===== config.mk =====
export PLATFORM = sky130hd
export DESIGN_NAME = adc_udp_pkt_ctrl
export DESIGN_NICKNAME = d
export VERILOG_FILES = /design/src/rtl/adc_udp_pkt_ctrl.sv
export SDC_FILE = /design/constraint.sdc
export NUM_CORES = 1
export LEC_CHECK = 0
export BUFFER_PORTS_ARGS = -buffer_cell sky130_fd_sc_hd__clkbuf_2
export CAP_MARGIN = 20
export CORE_ASPECT_RATIO = 1.2
export CORE_MARGIN = 2
export CORE_UTILIZATION = 45
export CTS_CLUSTER_SIZE = 8
export DETAILED_ROUTE_END_ITERATION = 7
export HOLD_SLACK_MARGIN = 0.08
export PLACE_DENSITY = 0.63
export SETUP_SLACK_MARGIN = 0.3
export SLEW_MARGIN = 10
export SYNTH_ARGS = -nofsm -noshare
export SYNTH_HDL_FRONTEND = slang
export SYNTH_SLANG_ARGS = --single-unit

===== constraint.sdc =====
create_clock -name gmii_tx_clk -period 4.04 [get_ports gmii_tx_clk]
set_input_delay 0.808 -clock gmii_tx_clk [delete_from_list [all_inputs] [get_ports gmii_tx_clk]]
set_output_delay 0.808 -clock gmii_tx_clk [all_outputs]
set_load 0.01 [all_outputs]

===== src/rtl/adc_udp_pkt_ctrl.sv =====
// rtl/adc_udp_pkt_ctrl.sv - UDP packet launch/framing controller for the ADC send FIFO
// Launches full or timeout-flushed packets and prepends a 2-word header to FIFO payload.
module adc_udp_pkt_ctrl #(
  parameter int          PKT_WORDS   = 256,
  parameter int          TIMEOUT_CYC = 125000,
  parameter logic [15:0] MAGIC       = 16'hA55A
) (
  input  logic        gmii_tx_clk,
  input  logic        sys_rst_n,
  input  logic        enable_i,
  input  logic [9:0]  fifo_rdusedw_i,
  input  logic [31:0] fifo_rd_data_i,
  output logic        fifo_rd_en_o,
  output logic        tx_start_en_o,
  output logic [15:0] tx_byte_num_o,
  input  logic        tx_req_i,
  output logic [31:0] tx_data_o,
  input  logic        tx_done_i,
  output logic        busy_o,
  output logic [15:0] seq_num_o
);

  localparam int             TW      = $clog2(TIMEOUT_CYC + 1);
  localparam logic [9:0]     PKT_W   = 10'(PKT_WORDS);
  localparam logic [TW-1:0]  TO_LAST = TW'(TIMEOUT_CYC - 1);

  typedef enum logic [1:0] {IDLE, START, SEND, WAIT_DONE} state_t;

  state_t        state_q;
  logic [TW-1:0] timer_q;
  logic [9:0]    n_q;
  logic [10:0]   k_q;
  logic [15:0]   drop_q;
  logic [15:0]   seq_q;
  logic [15:0]   byte_num_q;
  logic [31:0]   data_q;
  logic          pass_q;
  logic          start_q;

  logic          full_w;
  logic          tout_w;
  logic [9:0]    n_sel_w;
  logic [10:0]   k_last_w;
  logic          payload_w;

  assign full_w    = fifo_rdusedw_i >= PKT_W;
  assign tout_w    = (fifo_rdusedw_i != 10'd0) && (timer_q >= TO_LAST);
  assign n_sel_w   = full_w ? PKT_W : fifo_rdusedw_i;
  assign k_last_w  = {1'b0, n_q} + 11'd2;
  assign payload_w = (state_q == SEND) && (k_q >= 11'd2) && (k_q < k_last_w);

  // A tx_done in the same cycle as a request ends the packet, so that word stays in the FIFO.
  assign fifo_rd_en_o  = payload_w && tx_req_i && !tx_done_i;
  assign tx_start_en_o = start_q;
  assign tx_byte_num_o = byte_num_q;
  assign tx_data_o     = pass_q ? fifo_rd_data_i : data_q;
  assign busy_o        = (state_q != IDLE);
  assign seq_num_o     = seq_q;

  always_ff @(posedge gmii_tx_clk or negedge sys_rst_n) begin
    if (!sys_rst_n) begin
      state_q    <= IDLE;
      timer_q    <= '0;
      n_q        <= '0;
      k_q        <= '0;
      drop_q     <= '0;
      seq_q      <= '0;
      byte_num_q <= '0;
      data_q     <= '0;
      pass_q     <= 1'b0;
      start_q    <= 1'b0;
    end else begin
      start_q <= 1'b0;
      pass_q  <= 1'b0;
      // Payload words bypass data_q for one cycle; capture them so the value holds afterwards.
      if (pass_q) data_q <= fifo_rd_data_i;
      case (state_q)
        IDLE: begin
          if (tx_req_i) data_q <= '0;
          if (enable_i && (full_w || tout_w)) begin
            n_q        <= n_sel_w;
            byte_num_q <= {4'd0, n_sel_w, 2'b00} + 16'd8;
            start_q    <= 1'b1;
            timer_q    <= '0;
            state_q    <= START;
          end else if (fifo_rdusedw_i == 10'd0) begin
            timer_q <= '0;
          end else if (timer_q != '1) begin
            timer_q <= timer_q + 1'b1;
          end
        end
        START: begin
          if (tx_req_i) data_q <= '0;
          k_q     <= '0;
          state_q <= SEND;
        end
        SEND: begin
          if (tx_done_i) begin
            if (drop_q != 16'hFFFF) drop_q <= drop_q + 16'd1;
            seq_q   <= seq_q + 16'd1;
            state_q <= IDLE;
          end else if (tx_req_i) begin
            k_q <= k_q + 11'd1;
            if (k_q == 11'd0)      data_q <= {MAGIC, seq_q};
            else if (k_q == 11'd1) data_q <= {4'd0, n_q, 2'b00, drop_q};
            else                   pass_q <= 1'b1;
            if (k_q + 11'd1 == k_last_w) state_q <= WAIT_DONE;
          end
        end
        WAIT_DONE: begin
          if (tx_req_i) data_q <= '0;
          if (tx_done_i) begin
            seq_q   <= seq_q + 16'd1;
            state_q <= IDLE;
          end
        end
        default: state_q <= IDLE;
      endcase
    end
  end

endmodule


# == Yosys cells after proc, flatten, opt, wreduce, memory -nomap -nowiden ==
# Index checks and enable logic that the tools add are counted.
# Widths: inputs -> output; s select.
# op_classes
n_addsub,6
magnitude_cmp,4
eq_ne,13
muxes,27
reduce_logical,23
# op_table
operator,n
$mux 32,6
$pmux 32 s2,1
$mux 17,3
$add 16x1->16 const B,2
$mux 11,2
$pmux 11 s2,1
$add 17x1->17 const B,1
$ge 17x17->1 const B,1
$ne 17x17->1 const B,1
$ne 16x16->1 const B,1
$add 12x4->13 const B,1
$add 10x2->11 const B,1
$add 11x1->11 const B,1
$eq 11x1->1 const B,1
$eq 11x11->1,1
$ge 11x2->1 const B,1
$logic_not 11->1,1
$lt 11x11->1,1
$ge 10x9->1 const B,1
$logic_not 10->1,1
$mux 10,1
$mux 2,5
$reduce_bool 10->1,1
$ne 2x2->1 const B,4
other kinds (17),33
# word_totals
regBits,122
in_bits,47
output_inout_bits,67
word_cells,83

# == Longest topological paths before layout ==
# Gate-level depths: netlist (run 1).
# depth
depth_word,6
ltp_mapped,12
ltp_nobuf,12

# == Worst setup path before layout (run 1) ==
# Ideal clock, no wire load.
# synth_path
kind,reg-to-reg
startpoint,register timer_q[8]
endpoint,register timer_q[15]
setup_time_ps,121
arrival_time_ps,2890
required_ps,3919
path_slack_ps,1029
stages_incl_launch_ff,12
path_buffers,0
period_less_slack_ps,3011
path_cell_list,dfrtp_1 and3_1 and2_1 and3_1 and4_1 ha_1 nor2b_1 or3b_2 nor2_1 nand4_1 mux2_2 a22o_1
# synth_via
elab_chain_cells,6
elab_cells_between_ends,11
classes_between,add/sub: 1; order compare: 1; eq/ne: 1; mux: 3; reduce/logical: 5
# synth_rtl
element,line,source
"start, declared",30,logic [TW-1:0] timer_q;
"start signal, assigned",89,timer_q <= timer_q + 1'b1;
$ge 17x17->1,47,assign tout_w = (fifo_rdusedw_i != 10'd0) && (timer_q >= TO_LAST);
$logic_and 1x1->1,47,
$logic_or 1x1->1,80,if (enable_i && (full_w || tout_w)) begin
$logic_and 1x1->1,80,
$reduce_bool 3->1 (no line),-,
$reduce_and 2->1 (no line),-,
# Parallel ways exist; a longest one is shown, timed or not. The select of a mux whose other input is x is not followed.
# A chain may end at the register's enable or synchronous reset.

# == Worst setup path after layout (run 1) ==
# layout_path
startpoint,register n_q[3]
endpoint,output fifo_rd_en_o
# layout_via
elab_chain_cells,5
# layout_rtl
element,line,source
"start, declared",31,logic [9:0] n_q;
"start signal, assigned",81,n_q <= n_sel_w;
$add 10x2->11,49,"assign k_last_w = {1'b0, n_q} + 11'd2;"
$lt 11x11->1,50,assign payload_w = (state_q == SEND) && (k_q >= 11'd2) && (k_q < k_last_w);
$logic_and 1x1->1,50,
$logic_and 1x1->1 (2 in series),53,assign fifo_rd_en_o = payload_w && tx_req_i && !tx_done_i;
"end, declared",13,"output logic fifo_rd_en_o,"
# No other way between the ends.

==> results of run 1 <==
area by class of cell:
class / instances / area (um^2)
clock buffers: 18 / 439
flip-flops and latches: 116 / 2910
inverters: 38 / 143
fillers: 1298 / 6400
multi-input cells: 497 / 3360
clock inverters: 13 / 160
well taps: 175 / 219
repair buffers: 124 / 663
worst max-delay path, stage by stage (launching register included):
cell,delay (ns)
dfrtp_2,0.41
and3_1,0.19
and2_1,0.18
and4_2,0.27
xnor2_2,0.20
ha_1,0.28
and4_1,0.23
a211oi_2,0.22
nand3_1,0.10
a31oi_1,0.20
buf_2,0.17
cell usage after synthesis (19+ instances only):
cell type  number
dfrtp_1       116
nand2_1        78
xnor2_1        42
inv_1          38
o21ai_0        36
nand3_1        35
and2_1         27
o22ai_1        24
ha_1           21
mux2i_1        21
nor2_1         19
cells by family after synthesis:
logic type / Yosys count
AND/OR/NAND/NOR: 238
flip-flops: 116
multiplexers: 39
AO/OA/AOI/OAI: 135
adder cells (fa/ha/maj): 21
buffers and inverters: 69
XOR/XNOR: 59
other: 1
flip-flops by register name, summed over array words and instances (netlist names):
| name | flops |
|---|---|
| data_q | 32 |
| timer_q | 17 |
| drop_q | 16 |
| seq_num_o | 16 |
| k_q | 11 |
| n_q | 10 |
| tx_byte_num_o | 10 |
| state_q | 2 |
| pass_q | 1 |
| tx_start_en_o | 1 |
stage by stage:
| step | power [mW] | utilization, % | instances | setup slack, ns |
|---|---|---|---|---|
| after floorplan | 2.72 | - | 682 | 1.03 |
| after global placement | 3.20 | 50.5 | 943 | 0.826 |
| after detailed placement | 3.26 | 50.5 | 943 | 0.680 |
| after CTS | 4.79 | 54.7 | 974 | 0.326 |
| after global routing | 5.12 | 55.2 | 981 | 0.286 |
| final | 4.80 | 55.2 | 981 | 0.379 |
power groups by stage:
stage          combinational (mW)  sequential [mW]  clock [mW]
2_1_floorplan                1.06             1.67           0
3_3_place_gp                 1.48             1.72           0
3_5_place_dp                 1.52             1.73           0
4_1_cts                      1.54             1.72        1.54
5_1_grt                      1.77             1.76        1.59
6_report                     1.57             1.72        1.52
layer usage:
metal  share of wire, %  wire (um)
met1                 46       7050
met2                 47       7110
met3                6.1        924
met4                1.1        175
met5                  0          0
worst paths after layout:
kind                                   start                end  cells after the start
max                                   n_q[3]       fifo_rd_en_o                     10
min                        tx_byte_num_o[12]  tx_byte_num_o[12]                      1
max reg2reg                       timer_q[8]        timer_q[15]                     11
min reg2reg                tx_byte_num_o[12]  tx_byte_num_o[12]                      1
max in group asynchronous          sys_rst_n         data_q[30]                      2
min in group asynchronous          sys_rst_n   tx_byte_num_o[5]                      1
repair_timing:
item / in CTS / in global routing
resized for setup: 1 / 7
setup buffers: 0 / 7
endpoints found under the hold margin: 0 / 0
endpoints found under the setup margin: 1 / 1
pin swaps: 0 / 1
==> flow_metrics.env, run 1 <==
export IMPL_synth_ff_type="dfrtp_1"
export IMPL_rows=48
export IMPL_cts_num_sinks=116
export IMPL_path_max_fanout=3
export IMPL_ys_ff_latch=116
export IMPL_synth_area_leaders="dfrtp_1 (44%), xnor2_1 (5.6%), nand2_1 (4.5%)"
export IMPL_use_met3_pct=5.62
export IMPL_portBuffers=108
export IMPL_top_level_ports=114
export IMPL_hold_path_class="reg -> reg"
export IMPL_slew_violations=0
export IMPL_timing_final_crit_period_ns=3.66
export IMPL_synthAdderAreaFrac_pct=4.02
export IMPL_tritoncts="built"
export IMPL_initial_core_util_pct=45.7
export IMPL_dpl_cell_area_um2=7220
export IMPL_synth_compound_gate_area_share_pct=13.6
export IMPL_final_common_cell="dfrtp_1"
export IMPL_crit_path_end_kind="output pin"
export IMPL_drt_pass1_iter_count=5
export IMPL_synth_area_mux_share_pct=6.32
export IMPL_yosys_area_share_simple_pct=19.0
export IMPL_pwr_share_seq_pct=35.7
export IMPL_p_int_mw=3.08
export IMPL_gr_total_overflow=0
export IMPL_fmax_mhz=273
export IMPL_cts_root_buffer="clkbuf_16"
export IMPL_cts_made_buffers=17
export IMPL_finalHoldViolCount=0
export IMPL_dieHeight_um=136
export IMPL_cp_required_ns=3.23
export IMPL_cts_path_max_buffers=2
export IMPL_sw_frac_of_total_pct=35.8
export IMPL_final_setup_skew_ns=0.00885
export IMPL_powerDensity_nw_per_um2=609
export IMPL_place_hpwl_mm=11.4
export IMPL_hold_buffers=0
export IMPL_fin_area_um2=7890
export IMPL_slew_headroom_pct=36.8
export IMPL_worstPathArrival_ns=2.85
export IMPL_num_vias=5354
export IMPL_leakage_nw=3.78
export IMPL_antenna_found_initial=0
export IMPL_nNetsFinal=862
export IMPL_grt_pass1_vias=5073
export IMPL_htree_levels=4
export IMPL_area_growth_synth_to_final_pct=20.8
export IMPL_drt_wl_total_mm=15.3
export IMPL_synth_warnings=0
export IMPL_gp_congestion=0.859
export IMPL_met1_usage_pct=27.8
export IMPL_synthArstFlopShare_pct=100
export IMPL_vdd_ir_drop_max_mv=0.275
export IMPL_period_share_pct=90.6
export IMPL_clk_pin_slew_worst_paths_ns=0.05
export IMPL_wl_per_cell_um=15.6
export IMPL_drive_above_1_share_pct=23.4
export IMPL_synth_edf_count=0
export IMPL_final_cell_mix="dfrtp_1 (113), clkbuf_2 (106), nand2_1 (78)"
export IMPL_drt_vias_per_instance=5.46
export IMPL_worst_pin_slew_ns=0.947
export IMPL_grt_max_degree=76
export IMPL_hold_ws_ns=0.481
export IMPL_rsz0062_at_grt="false"
export IMPL_busiest_layer="met2"
export IMPL_yosysTopAreaCell="dfrtp_1"
export IMPL_antennaDiodeCount=0
export IMPL_netSwitchingPower_mw=1.72
export IMPL_synthXorXnorAreaFrac_pct=7.91
export IMPL_comb_power_share_pct=32.7
export IMPL_core_area_um2=14300
export IMPL_syn_avg_cell_area_um2=9.63
export IMPL_ff2ff_setup_slack_ns=0.70
export IMPL_floorplan_die_area_um2=15500
export IMPL_die_w_um=114
export IMPL_path_class="reg -> out"
export IMPL_yosysSeqAreaShare_pct=44.4
export IMPL_timing_max_cap_violations=0
export IMPL_gr_usage_all_layers_pct=20.3
export IMPL_synth_top_family_by_area="simple AND/OR/NAND/NOR gates"
export IMPL_outcome="finished, final reports clean"
export IMPL_clk_latency_ns=0.42
export IMPL_synth_distinct_cells=57
export IMPL_syn_inst=678
export IMPL_synth_area_um2=6530
export IMPL_clkPwrFrac_pct=31.6
export IMPL_drtAntennaViolNets=0
export IMPL_cp_start_kind="flip-flop"
export IMPL_grt_util_met2_pct=31.4
export IMPL_setup_viol=0
export IMPL_drtIter0Drc=257
export IMPL_yosysTopAreaCellShare_pct=44.4
export IMPL_tns_ns=0
export IMPL_drc_errors=0
export IMPL_grt_pass1_wl_mm=25.1
No activity file was read; power rests on OpenSTA's default activity.
==> run 2: changes to the inputs <==
BUFFER_PORTS_ARGS = unset   (was -buffer_cell sky130_fd_sc_hd__clkbuf_2)
CORE_MARGIN = unset   (was 2)
DONT_BUFFER_PORTS = 1   (was unset)
PLACE_DENSITY = 0.57   (was 0.63)
==> flow_metrics.env, run 2 (same netlist as run 1, synthesis figures left out) <==
export IMPL_grt_pass1_vias=4808
export IMPL_clk_latency_ns=0.41
export IMPL_hold_path_class="in -> async"
export IMPL_dieHeight_um=134
export IMPL_path_max_fanout=6
export IMPL_drive_above_1_share_pct=9.68
export IMPL_drc_errors=15
export IMPL_final_setup_skew_ns=0.00728
export IMPL_floorplan_die_area_um2=15000
export IMPL_cts_root_buffer="clkbuf_16"
export IMPL_drt_pass1_iter_count=7
export IMPL_drtIter0Drc=238
export IMPL_gr_usage_all_layers_pct=20.6
export IMPL_worstPathArrival_ns=2.77
export IMPL_slew_violations=0
export IMPL_rr_worst_depth=11
export IMPL_period_share_pct=88.5
export IMPL_leakage_nw=3.28
export IMPL_cp_startpoint="n_q[3]"
export IMPL_hold_ws_ns=0.217
export IMPL_cts_num_sinks=116
export IMPL_setup_viol=0
export IMPL_stdcell_count=863
export IMPL_pwr_share_seq_pct=38.8
export IMPL_sw_frac_of_total_pct=36.1
export IMPL_outcome="finished with violations"
export IMPL_timing_max_cap_violations=0
export IMPL_cts_made_buffers=17
export IMPL_worst_pin_slew_ns=0.903
export IMPL_powerDensity_nw_per_um2=619
export IMPL_grt_max_degree=81
export IMPL_comb_power_share_pct=28.6
export IMPL_gp_congestion=0.856
export IMPL_nNetsFinal=747
export IMPL_place_hpwl_mm=10.5
export IMPL_regMostFlops="data_q"
export IMPL_finalWorstSetupSlack_ns=0.463
export IMPL_cts_path_max_buffers=2
export IMPL_drtAntennaViolNets=0
export IMPL_drt_vias_per_instance=5.71
export IMPL_cp_required_ns=3.23
export IMPL_rows=47
export IMPL_clkPwrFrac_pct=32.6
export IMPL_area_growth_synth_to_final_pct=11.7
export IMPL_vdd_ir_drop_max_mv=0.274
export IMPL_portBuffers=0
export IMPL_clk_pin_slew_worst_paths_ns=0.05
export IMPL_largest_reg_flops=32
export IMPL_p_int_mw=2.89
export IMPL_fill_cells=1293
export IMPL_final_cell_mix="dfrtp_1 (116), nand2_1 (78), xnor2_1 (42)"
export IMPL_gr_total_overflow=0
export IMPL_core_area_um2=14000
export IMPL_placed_cells=828
export IMPL_cp_start_kind="flip-flop"
export IMPL_ff2ff_setup_slack_ns=0.67
export IMPL_violations="DRC"
export IMPL_drt_wl_total_mm=14.8
export IMPL_antenna_found_initial=0
export IMPL_path_class="reg -> out"
export IMPL_initial_core_util_pct=46.7
export IMPL_rsz0062_at_grt="false"
export IMPL_tns_ns=0
export IMPL_r2r_start="timer_q[8]"
export IMPL_place_ws_ns=0.751
export IMPL_slew_headroom_pct=39.6
export IMPL_final_common_cell="dfrtp_1"
export IMPL_finalHoldViolCount=0
export IMPL_timing_final_crit_period_ns=3.58
export IMPL_htree_levels=4
export IMPL_crit_path_end_kind="output pin"
export IMPL_reg_top3="data_q x32, timer_q x17"
export IMPL_num_vias=4929
export IMPL_wl_per_cell_um=17.1
export IMPL_netSwitchingPower_mw=1.63
export IMPL_top_level_ports=114
export IMPL_reg2reg_to="timer_q[15]"
export IMPL_die_w_um=112
export IMPL_grt_pass1_wl_mm=24.3
export IMPL_tritoncts="built"
export IMPL_antennaDiodeCount=0
export IMPL_fin_util_pct=52.1
export IMPL_fmax_mhz=280
==> run 2: cell count changes in the layout (fill, tap and decap cells not counted), sizes merged <==
cell         before  now
dlygate4sd3       0    1
clkinvlp          5    4
bufinv            3    2
clkinv            5    6
clkbuf          124   20
buf              18    8
==> run 2: worst max path at each step <==
stage,end,slack [ns]
finish,fifo_rd_en_o,0.46
global route,fifo_rd_en_o,0.29
CTS,fifo_rd_en_o,0.42
detailed placement,timer_q[15],0.75
global placement,timer_q[15],0.80
floorplan,timer_q[15],1.03
==> run 2: per-layer routing <==
metal	global-route usage, %	part of all wire, %	vias to the layer above
li1	-	-	2406
met1	28.0	48	2374
met2	31.8	45	142
met3	5.69	6.3	7
met4	6.96	0.76	0
met5	0	0	-
==> run 2: through the flow <==
stage	power, mW	area, um^2
floorplan	2.72	6550
global placement	3.00	6650
detailed placement	3.03	6650
CTS	4.56	7290
global route	4.81	7300
finish	4.52	7300
==> run 2: timing repair <==
action | in CTS | in global routing
gates resized for setup | 0 | 1
endpoints found under the setup margin | 0 | 1
hold buffers | 3 | 0
endpoints found under the hold margin | 80 | 0
buffers inserted | 0 | 0
==> run 2: area by class of cell <==
cell class	instances	area [um^2]	area share, %
multi-input cells	497	3350	45.9
well taps	171	214	2.93
inverters	38	143	1.95
flip-flops and latches	116	2900	39.8
repair buffers	9	103	1.41
clock inverters	12	131	1.80
clock buffers	20	457	6.26
==> run 2: power by group through the flow <==
| stage | logic [mW] | registers [mW] | clock network, mW |
|---|---|---|---|
| floorplan | 1.06 | 1.67 | 0 |
| global placement | 1.24 | 1.76 | 0 |
| detailed placement | 1.26 | 1.77 | 0 |
| CTS | 1.30 | 1.75 | 1.51 |
| global route | 1.45 | 1.80 | 1.56 |
| finish | 1.29 | 1.75 | 1.47 |
==> run 2: worst max-delay path: stages (launching register included) <==
cell      delay (ns)
dfrtp_1         0.44
and3_1          0.22
and2_1          0.17
and4_1          0.23
xnor2_1         0.23
ha_1            0.29
and4_1          0.22
a211oi_1        0.23
nand3_1         0.11
a31oi_2         0.22
